`config.mk`:
```
export PLATFORM = sky130hd
export DESIGN_NAME = music_player
export DESIGN_NICKNAME = d
export VERILOG_FILES = /design/src/rtl/music_player.sv
export SDC_FILE = /design/constraint.sdc
export NUM_CORES = 1
export LEC_CHECK = 0
export CAP_MARGIN = 20
export CELL_PAD_IN_SITES_DETAIL_PLACEMENT = 0
export CELL_PAD_IN_SITES_GLOBAL_PLACEMENT = 1
export CORE_MARGIN = 2
export CORE_UTILIZATION = 45
export DETAILED_ROUTE_END_ITERATION = 12
export PLACE_DENSITY = 0.91
export SLEW_MARGIN = 25
export SYNTH_ARGS = -nofsm -noshare
export SYNTH_HDL_FRONTEND = slang
export SYNTH_SLANG_ARGS = --single-unit
```
`constraint.sdc`:
```
create_clock -name sys_clk -period 4.73 [get_ports sys_clk]
set_input_delay 1.1825 -clock sys_clk [delete_from_list [all_inputs] [get_ports sys_clk]]
set_output_delay 1.1825 -clock sys_clk [all_outputs]
set_load 0.01 [all_outputs]
```
`src/rtl/music_player.sv`:
```
// Playback sequencer: streams samples 0..len-1 from the loader RAM to the speaker at a fixed rate.
// Optional MUSIC_PLAYER_VOLUME_EN adds a 4-bit vol input that scales each sample by vol/16.
module music_player #(
  parameter int CLK_FREQ    = 27000000,
  parameter int SAMPLE_RATE = 8000,
  parameter int ADDR_W      = 12,
  parameter int DATA_W      = 16,
  parameter int RD_LAT      = 1
) (
  input  logic              sys_clk,
  input  logic              sys_rst_n,
  input  logic              init_done,
  input  logic [ADDR_W-1:0] music_len,
  input  logic              start,
  input  logic              stop,
  input  logic              loop_en,
  output logic              ram_rd_en,
  output logic [ADDR_W-1:0] ram_addr,
  input  logic [DATA_W-1:0] ram_data_out,
`ifdef MUSIC_PLAYER_VOLUME_EN
  input  logic [3:0]        vol,
`endif
  output logic [DATA_W-1:0] speaker_data,
  output logic              speaker_valid,
  output logic              busy,
  output logic              done
);

  // state | meaning
  // IDLE  | waiting for an accepted start, speaker silent
  // PRIME | first read of sample 0 in flight
  // PLAY  | emitting one sample per tick, prefetching the next
  typedef enum logic [1:0] {IDLE, PRIME, PLAY} state_t;

  localparam int DIV = CLK_FREQ / SAMPLE_RATE;
  localparam int CNT_W = $clog2(DIV);
  localparam logic [CNT_W-1:0] CNT_MAX = CNT_W'(DIV - 1);
  localparam logic [2:0] LAT_LOAD = 3'(RD_LAT);

  state_t state, state_n;
  logic [CNT_W-1:0]  cnt;
  logic [ADDR_W-1:0] idx, len_q, nxt;
  logic [DATA_W-1:0] sample_buf, scaled;
  logic [2:0]        lat_cnt;
  logic              pending;
  logic              abort, start_ok, sample_tick, last, finish, capture;

  assign busy        = (state != IDLE);
  assign abort       = stop | (busy & ~init_done);
  assign start_ok    = (state == IDLE) & start & init_done & (music_len != '0) & ~stop;
  assign sample_tick = (state == PLAY) & (cnt == CNT_MAX);
  assign last        = (idx == len_q - 1'b1);
  assign finish      = sample_tick & last & ~loop_en;
  assign capture     = pending & (lat_cnt == '0);
  assign nxt         = last ? '0 : idx + 1'b1;

`ifdef MUSIC_PLAYER_VOLUME_EN
  logic signed [DATA_W+4:0] prod;
  logic unused_prod;
  assign prod        = $signed(sample_buf) * $signed({1'b0, vol});
  assign scaled      = prod[DATA_W+3:4];
  assign unused_prod = ^{prod[DATA_W+4], prod[3:0]};
`else
  assign scaled = sample_buf;
`endif

  always_ff @(posedge sys_clk or negedge sys_rst_n) begin
    if (!sys_rst_n) state <= IDLE;
    else            state <= state_n;
  end

  always_comb begin
    state_n = state;
    case (state)
      IDLE:    if (start_ok) state_n = PRIME;
      PRIME:   if (capture)  state_n = PLAY;
      PLAY:    if (finish)   state_n = IDLE;
      default: state_n = IDLE;
    endcase
    if (abort) state_n = IDLE;
  end

  always_ff @(posedge sys_clk or negedge sys_rst_n) begin
    if (!sys_rst_n) begin
      cnt           <= '0;
      idx           <= '0;
      len_q         <= '0;
      sample_buf    <= '0;
      lat_cnt       <= '0;
      pending       <= 1'b0;
      ram_rd_en     <= 1'b0;
      ram_addr      <= '0;
      speaker_data  <= '0;
      speaker_valid <= 1'b0;
      done          <= 1'b0;
    end else begin
      ram_rd_en     <= 1'b0;
      speaker_valid <= 1'b0;
      done          <= 1'b0;
      if (state == IDLE || abort) begin
        // Abort drops any read still in flight along with the current sample.
        cnt          <= '0;
        pending      <= 1'b0;
        speaker_data <= '0;
        if (start_ok) begin
          len_q     <= music_len;
          idx       <= '0;
          ram_rd_en <= 1'b1;
          ram_addr  <= '0;
          lat_cnt   <= LAT_LOAD;
          pending   <= 1'b1;
        end
      end else begin
        cnt <= sample_tick ? '0 : cnt + 1'b1;
        if (pending) begin
          if (capture) begin
            sample_buf <= ram_data_out;
            pending    <= 1'b0;
          end else begin
            lat_cnt <= lat_cnt - 1'b1;
          end
        end
        if (sample_tick) begin
          speaker_data  <= scaled;
          speaker_valid <= 1'b1;
          if (finish) begin
            done <= 1'b1;
          end else begin
            ram_rd_en <= 1'b1;
            ram_addr  <= nxt;
            idx       <= nxt;
            lat_cnt   <= LAT_LOAD;
            pending   <= 1'b1;
          end
        end
      end
    end
  end

endmodule

```
==> flow_summary.yaml, run 1 <==
placement:
  io_buffers: 65
  hpwl_mm: 5.70
  gp_congestion: 0.819
  place_area_um2: 4610
timing:
  min_period_over_period_pct: 65.9
  rsz0062_at_grt: "no"
  fmax_ghz: 0.321
  hold_viol_final: 0
  setup_viol: 0
  setup_tns_ns: 0
  min_period_ns: 3.12
  finClkSkew_ns: 0.0120
  tightest_slew_ns: 0.705
  final-max-slew-violation-count: 0
  slew-limit-headroom_pct: 53.0
critical_path:
  startpoint_type: "primary input"
  crit_path_cell_trace: "clkdlybuf4s50_1 > nor4_1 > nand3_1 > and4_1 > or2_2 > o22ai_4 > a32o_1"
  endpoint_kind: "flip-flop"
  crit_family: "simple AND/OR/NAND/NOR gates"
  r2r_slack_ns: 2.09
  critPathMaxFanout: 15
  max_stage_delay_ns: 0.42
  reg2regPathDepth: 9
  critical_path_class: "primary input to flip-flop"
  path_buf_inv: 1
  slowest_stage: "clkdlybuf4s50_1"
  timing.rr.end: "idx[10]"
  reg2reg_from: "len_q[0]"
  worstPathRequired_ns: 5.02
  crit_arrival_ns: 3.41
cells_and_area:
  num_antenna_cells: 0
  synthToLayoutAreaGrowth_pct: 24.0
  drive_gt1_share_pct: 15.8
  design_area_um2: 4800
  nNetsFinal: 454
die:
  pin_count: 66
  initial_core_util_pct: 46.7
  core_area_um2: 8300
  rows: 33
  die_y_um: 96.8
  die_x_um: 96.8
  fp.dieArea_um2: 9360
clock_network:
  cts-root-buf: "clkbuf_8"
  post_cts_buffers: 0
  ctsResizeCount: 0
  path_clk_slew_ns: 0.08
  h-tree-depth: 3
  cts_num_sinks: 77
  tritoncts: "done"
  insertion_delay_ns: 0.36
  cts_hold_repair.buffers: 0
  clk_path_buf_depth: 2
  cts_inserted_buffers: 9
global_routing:
  grt_use_total_pct: 18.3
  grt_pass1_wl_mm: 13.8
  grt_overflow_total: 0
  grt_pass1_vias: 2912
  antenna_found_initial: 0
  grt_max_degree: 78
detailed_routing:
  top_layer: "met4"
  routed_wl_mm: 8.14
  wl_met2_mm: 4.12
  drc_errors: 0
  routedWlPerCell_um: 15.5
  met1Wirelength_mm: 3.25
  met3_wirelength_um: 599
  dr.pass1.iters: 4
  drt_iter0_markers: 128
  vias_per_cell: 5.41
  vias: 2834
  ant_nets: 0
synthesis:
  async_flop_share_pct: 100
  yosysUniqueCellTypes: 53
  synth_area_um2: 3870
  synth_edf_count: 0
  ys.warnings.count: 0
  avgSynthCellArea_um2: 11.1
  ys_ff_latch: 77
  ys_seq_area_share_pct: 49.8
  synthCells: 349
  synth_ff_type: "dfrtp_1"
  synth_fp_nets: 389
run_status:
  status: "complete, no violations"
power_and_ir_drop:
  power_density_nw_per_um2: 290
  p_leak_nw: 2.24
  ir_worst_vdd_mv: 0.162
hold_path:
  hold_start: "sample_buf[2]"
  hp-class: "flip-flop to flip-flop"
  holdPathStages: 1
  hold_end: "sample_buf[2]"
run:
  maxCapViolations: 0
-- cell type report --
type                    instances  area [um^2]
repair buffers                 69          682
clock inverters                 6         53.8
inverters                      13         48.8
well taps                     105          131
fillers                       728         3500
clock buffers                  10          138
multi-input cells             244         1820
flip-flops and latches         77         1930
-- cells in the mapped netlist (2+ instances only) --
cell type / number / share of area (%)
ha_1: 6 / 1.9
clkbuf_1: 9 / 0.87
dfrtp_1: 77 / 50
mux2i_1: 17 / 4.4
buf_1: 2 / 0.19
a21oi_1: 3 / 0.39
a221o_1: 10 / 2.6
mux2_2: 29 / 8.4
and3_2: 2 / 0.39
and4_1: 2 / 0.45
nand2b_1: 6 / 0.97
inv_1: 13 / 1.3
nand4_1: 2 / 0.32
xor2_1: 10 / 2.3
nor2b_1: 3 / 0.48
nand3_1: 15 / 1.9
o21ai_0: 6 / 0.78
nor4_1: 6 / 0.97
and3_1: 14 / 2.3
nand2_1: 16 / 1.6
xnor2_1: 11 / 2.5
buf_6: 3 / 0.87
o21bai_1: 2 / 0.39
nor3_1: 3 / 0.39
or2_2: 3 / 0.48
nor2_1: 52 / 5.0
-- metal layers --
| metal | track usage, % | vias to the layer above |
|---|---|---|
| met1 | 21.2 | 1380 |
| met5 | 0 | - |
| met3 | 7.23 | 14 |
| met2 | 30.8 | 74 |
| met4 | 6.61 | 0 |
| li1 | - | 1366 |
-- layout by cell type, fill, tap and decap left out, drive strengths merged, types with 2 or more instances in the layout --
cell type and count:
o21bai 2, a21oi 3, nor2 52, nand3 15, a221o 10, nand4 3, o22ai 2, nand2b 6
ha 6, clkdlybuf4s50 64, nor2b 3, buf 5, o21ai 6, or2 3, and4 2, clkinv 2
xor2 10, xnor2 11, nor4 6, nand2 16, inv 16, o41ai 2, mux2 29, and3 16
dfrtp 77, nor3 5, mux2i 17, clkbuf 10
-- worst max-delay path by stage --
stage / from / end / slack [ns] / cells past startpoint
6_report: music_len[2] / lat_cnt[1] / 1.61 / 7
5_1_grt: music_len[2] / lat_cnt[1] / 1.49 / 7
4_1_cts: music_len[2] / lat_cnt[1] / 1.63 / 7
3_5_place_dp: music_len[2] / lat_cnt[1] / 1.25 / 7
3_3_place_gp: music_len[2] / idx[0] / 1.30 / 7
2_1_floorplan: init_done / sample_buf[10] / 1.83 / 5
-- cell families (layout without fill, tap and decap cells) --
family,after synthesis,count (layout),synth area share [%]
xor gates and xnor gates,22,22,5.33
buffers and inverters,28,98,3.33
and+or+nand+nor,136,136,18.5
adders and majority gates,6,6,1.94
AOI/OAI and AO/OA,34,34,8.27
DFF,77,77,49.8
muxes,46,46,12.8
-- power by group --
part / internal [mW] / switching (mW) / total, mW
registers: 0.685 / 0.0410 / 0.726
logic: 0.102 / 0.0880 / 0.190
clock network: 0.214 / 0.264 / 0.478
total: 1.00 / 0.393 / 1.39
-- worst register-to-register path, stage by stage, from the launching register on --
cell,delay [ns]
dfrtp_1,0.42
inv_1,0.08
ha_1,0.24
nand2_1,0.07
mux2_2,0.26
a211o_1,0.30
a211oi_2,0.32
a41oi_2,0.30
and3_2,0.29
a221o_1,0.25
-- registers in the layout (all words and copies together), names as in the netlist --
register       cells
pending            1
state              2
sample_buf        16
lat_cnt            3
cnt               12
speaker_valid      1
len_q             12
ram_rd_en          1
done               1
idx               12
speaker_data      16
-- through the flow --
stage | cells | power (mW) | hold WS (ns) | setup slack (ns) | util [%]
floorplan | 349 | 0.864 | 0.468 | 1.83 | -
finish | 524 | 1.39 | 0.510 | 1.61 | 57.9
CTS | 524 | 1.42 | 0.515 | 1.63 | 57.8
global placement | 508 | 0.926 | 0.489 | 1.30 | 55.5
global route | 524 | 1.47 | 0.528 | 1.49 | 57.9
detailed placement | 508 | 0.931 | 0.494 | 1.25 | 55.5
No activity file was read; power rests on OpenSTA's default activity.
==> run 2: changes to the inputs <==
Settings changed: CORE_UTILIZATION 45 to 42, PLACE_DENSITY 0.91 to 0.86.
Clock period 4.73 ns to 3.1 ns, I/O delays scaled along.
==> flow_summary.yaml, run 2 (synthesized netlist as in run 1, its figures left out) <==
detailed_routing:
  vias: 2862
  drt_iter0_markers: 85
  vias_per_cell: 5.38
  ant_nets: 0
  routedWlPerCell_um: 15.5
  routed_wl_mm: 8.27
  dr.pass1.iters: 5
  drc_errors: 0
cells_and_area:
  nNetsFinal: 456
  final_cell_mix: "dfrtp_1, clkdlybuf4s50_1, nor2_1"
  biggestRegsByFlops: "sample_buf x16, speaker_data x16"
  final_common_cell: "dfrtp_1"
  num_antenna_cells: 0
  finalCoreUtilization_pct: 53.3
  synthToLayoutAreaGrowth_pct: 25.3
  drive_gt1_share_pct: 16.2
die:
  pin_count: 66
  core_area_um2: 9110
  initial_core_util_pct: 42.5
  rows: 35
  die_y_um: 100
  die_x_um: 100
  fp.dieArea_um2: 10000
timing:
  tightest_slew_ns: 0.686
  fin_ws_ns: 0.393
  final-max-slew-violation-count: 0
  setup_tns_ns: 0
  hold_viol_final: 0
  min_period_over_period_pct: 87.3
  rsz0062_at_grt: "no"
  setup_viol: 0
  min_period_ns: 2.71
  finClkSkew_ns: 0.0110
  slew-limit-headroom_pct: 54.2
  fmax_ghz: 0.369
global_routing:
  grt_pass1_vias: 3017
  grt_pass1_wl_mm: 14.5
  antenna_found_initial: 0
  grt_max_degree: 78
  grt_use_total_pct: 18.3
  grt_overflow_total: 0
critical_path:
  max_stage_delay_ns: 0.43
  startpoint_type: "flip-flop"
  crit_arrival_ns: 2.95
  critical_path_class: "flip-flop to flip-flop"
  endpoint_kind: "flip-flop"
  worstPathRequired_ns: 3.34
  crit_path_cell_trace: "inv_1 > ha_1 > nand2_1 > mux2_2 > a211o_1 > a211oi_2 > a41oi_2 > and3_2 > a221o_1"
  critPathMaxFanout: 10
  slowest_stage: "dfrtp_1"
  crit_family: "compound AO/OA/AOI/OAI gates"
  path_buf_inv: 1
run_status:
  status: "complete, no violations"
placement:
  pre_cts_slack_ns: 0.208
  hpwl_mm: 5.77
  io_buffers: 65
  gp_congestion: 0.777
power_and_ir_drop:
  internal_power_mw: 1.59
  p_sw_share_pct: 27.4
  power.total_mw: 2.19
  power.switching_uw: 600
  p_leak_nw: 2.27
  p_seq_share_pct: 50.7
  clkPwrFrac_pct: 35.7
  ir_worst_vdd_mv: 0.272
  pwr-share-comb_pct: 13.7
  power_density_nw_per_um2: 451
hold_path:
  hp-class: "primary input to asynchronous set/reset pin"
clock_network:
  cts_hold_repair.buffers: 0
  h-tree-depth: 3
  cts_num_sinks: 77
  insertion_delay_ns: 0.35
  ctsResizeCount: 0
  tritoncts: "done"
  path_clk_slew_ns: 0.09
  cts-root-buf: "clkbuf_8"
  post_cts_buffers: 0
  cts_inserted_buffers: 9
  clk_path_buf_depth: 2
run:
  maxCapViolations: 0
run 2: final cells by class:
cell class	instances	area [um^2]
Fill cell	825	4260
Sequential cell	77	1930
Inverter	13	48.8
Tap cell	111	139
Clock inverter	7	82.6
Timing Repair Buffer	71	709
Multi-Input combinational cell	244	1820
Clock buffer	9	124
run 2: final timing paths:
path / startpoint / endpoint / slack (ns) / cells after the start
max: len_q[0] / idx[10] / 0.39 / 9
min: sys_rst_n / len_q[9] / 0.41 / 1
max reg2reg: len_q[0] / idx[10] / 0.39 / 9
min reg2reg: cnt[0] / cnt[0] / 0.51 / 1
max in group asynchronous: sys_rst_n / idx[9] / 2.19 / 1
min in group sys_clk: cnt[0] / cnt[0] / 0.51 / 1
run 2: metrics by stage:
step	hold slack, ns	std cells	cell area (um^2)
2_1_floorplan	0.468	349	3870
3_3_place_gp	0.489	516	4640
3_5_place_dp	0.496	516	4640
4_1_cts	0.512	532	4850
5_1_grt	0.455	532	4850
6_report	0.409	532	4850
run 2: per-layer routing:
| metal | part of all wire [%] | GRT usage, % | routed length (um) | up-vias |
|---|---|---|---|---|
| met5 | 0 | 0 | 0 | - |
| met2 | 49 | 30.8 | 4090 | 82 |
| li1 | - | - | - | 1360 |
| met4 | 1.7 | 6.01 | 142 | 0 |
| met1 | 43 | 22.3 | 3530 | 1406 |
| met3 | 6.1 | 5.78 | 507 | 14 |
run 2: power by group through the flow:
stage                     combinational [mW]  sequential (mW)  clock [mW]
after floorplan                        0.213             1.11           0
after global placement                 0.293             1.13           0
after detailed placement               0.301             1.13           0
after CTS                              0.303             1.11       0.801
after global routing                   0.333             1.12       0.855
final                                  0.299             1.11       0.780
==> run 3: changes to the inputs <==
Settings changed: CORE_ASPECT_RATIO from default to 1.4.
==> flow_summary.yaml, run 3 (synthesized netlist as in run 1, its figures left out) <==
run_status:
  status: "complete, no violations"
cells_and_area:
  biggestRegsByFlops: "sample_buf x16, speaker_data x16"
  drive_gt1_share_pct: 15.8
  nNetsFinal: 454
  design_area_um2: 4940
  final_common_cell: "dfrtp_1"
  num_antenna_cells: 0
  final_cell_mix: "dfrtp_1, clkdlybuf4s50_1, nor2_1"
  multi_input_area_um2: 1820
  nFillCells: 765
  stdcell_count: 526
  final-seq-area_um2: 1930
  synthToLayoutAreaGrowth_pct: 27.5
run:
  maxCapViolations: 0
hold_path:
  hp-class: "primary input to asynchronous set/reset pin"
die:
  rows: 41
  initial_core_util_pct: 43.1
  die_y_um: 118
  core_area_um2: 8980
  pin_count: 66
  fp.dieArea_um2: 10000
  die_x_um: 85.2
placement:
  gp_congestion: 0.805
  placed_cells: 510
  place_area_um2: 4610
  io_buffers: 65
  hpwl_mm: 5.91
critical_path:
  startpoint_type: "flip-flop"
  critical_path_class: "flip-flop to flip-flop"
  critical_path_depth: 9
  critPathMaxFanout: 10
  r2r_slack_ns: 0.36
  max_stage_delay_ns: 0.43
  crit_path_cell_trace: "inv_1 > ha_1 > nand2_1 > mux2_2 > a211o_1 > a211oi_2 > a41oi_2 > and3_2 > a221o_1"
  path_buf_inv: 1
  worstPathRequired_ns: 3.32
  slowest_stage: "dfrtp_1"
  reg2regPathDepth: 9
  endpoint_kind: "flip-flop"
  crit_arrival_ns: 2.97
  crit_family: "compound AO/OA/AOI/OAI gates"
clock_network:
  post_cts_buffers: 0
  h-tree-depth: 3
  cts-root-buf: "clkbuf_16"
  path_clk_slew_ns: 0.06
  cts_hold_repair.buffers: 0
  ctsResizeCount: 0
  cts_num_sinks: 77
  insertion_delay_ns: 0.34
  tritoncts: "done"
  cts_inserted_buffers: 9
  clk_path_buf_depth: 2
global_routing:
  grt_pass1_wl_mm: 14.2
  antenna_found_initial: 0
  grt_use_total_pct: 17.8
  grt_pass1_vias: 2996
  grt_max_degree: 78
  grt_overflow_total: 0
timing:
  setup_tns_ns: 0
  hold_viol_final: 0
  setup_viol: 0
  finClkSkew_ns: 0.00402
  slew-limit-headroom_pct: 52.8
  fmax_ghz: 0.364
  tightest_slew_ns: 0.708
  min_period_over_period_pct: 88.5
  final-max-slew-violation-count: 0
  min_period_ns: 2.74
  rsz0062_at_grt: "no"
detailed_routing:
  drc_errors: 0
  routedWlPerCell_um: 15.9
  vias: 2854
  ant_nets: 0
  dr.pass1.iters: 5
  drt_iter0_markers: 116
  routed_wl_mm: 8.36
  vias_per_cell: 5.43
power_and_ir_drop:
  power.total_mw: 2.54
  ir_worst_vdd_mv: 0.334
  power_density_nw_per_um2: 515
  p_leak_nw: 2.30
## run 3: final timing paths
| path | start | to |
|---|---|---|
| max | len_q[0] | idx[10] |
| min | sys_rst_n | len_q[9] |
| max reg2reg | len_q[0] | idx[10] |
| min reg2reg | cnt[0] | cnt[0] |
| max in group asynchronous | sys_rst_n | speaker_data[11] |
| min in group sys_clk | cnt[0] | cnt[0] |
## run 3: cell type report
cell class	count	share of cell area, %
Sequential cell	77	39.0
Multi-Input combinational cell	244	36.9
Timing Repair Buffer	69	13.8
Clock buffer	9	4.56
Tap cell	107	2.71
Clock inverter	7	2.00
Inverter	13	0.988
## run 3: report_power, final
| part | internal [mW] | switching (mW) | total, mW |
|---|---|---|---|
| Sequential | 1.05 | 0.0663 | 1.11 |
| Combinational | 0.157 | 0.139 | 0.296 |
| Clock | 0.708 | 0.423 | 1.13 |
## run 3: stage by stage
stage / worst slack (ns) / utilization [%] / hold WS [ns]
2_1_floorplan: 0.612 / - / 0.468
3_3_place_gp: 0.211 / 51.3 / 0.488
3_5_place_dp: 0.124 / 51.3 / 0.495
4_1_cts: 0.339 / 55.0 / 0.504
5_1_grt: 0.216 / 55.0 / 0.517
6_report: 0.356 / 55.0 / 0.459
## run 3: per-layer routing
metal,GRT usage [%],wire (um),vias to the layer above
met5,0,0,-
met4,9.23,188,0
met3,4.70,462,14
met2,30.3,4270,66
met1,20.2,3440,1407
li1,-,-,1367
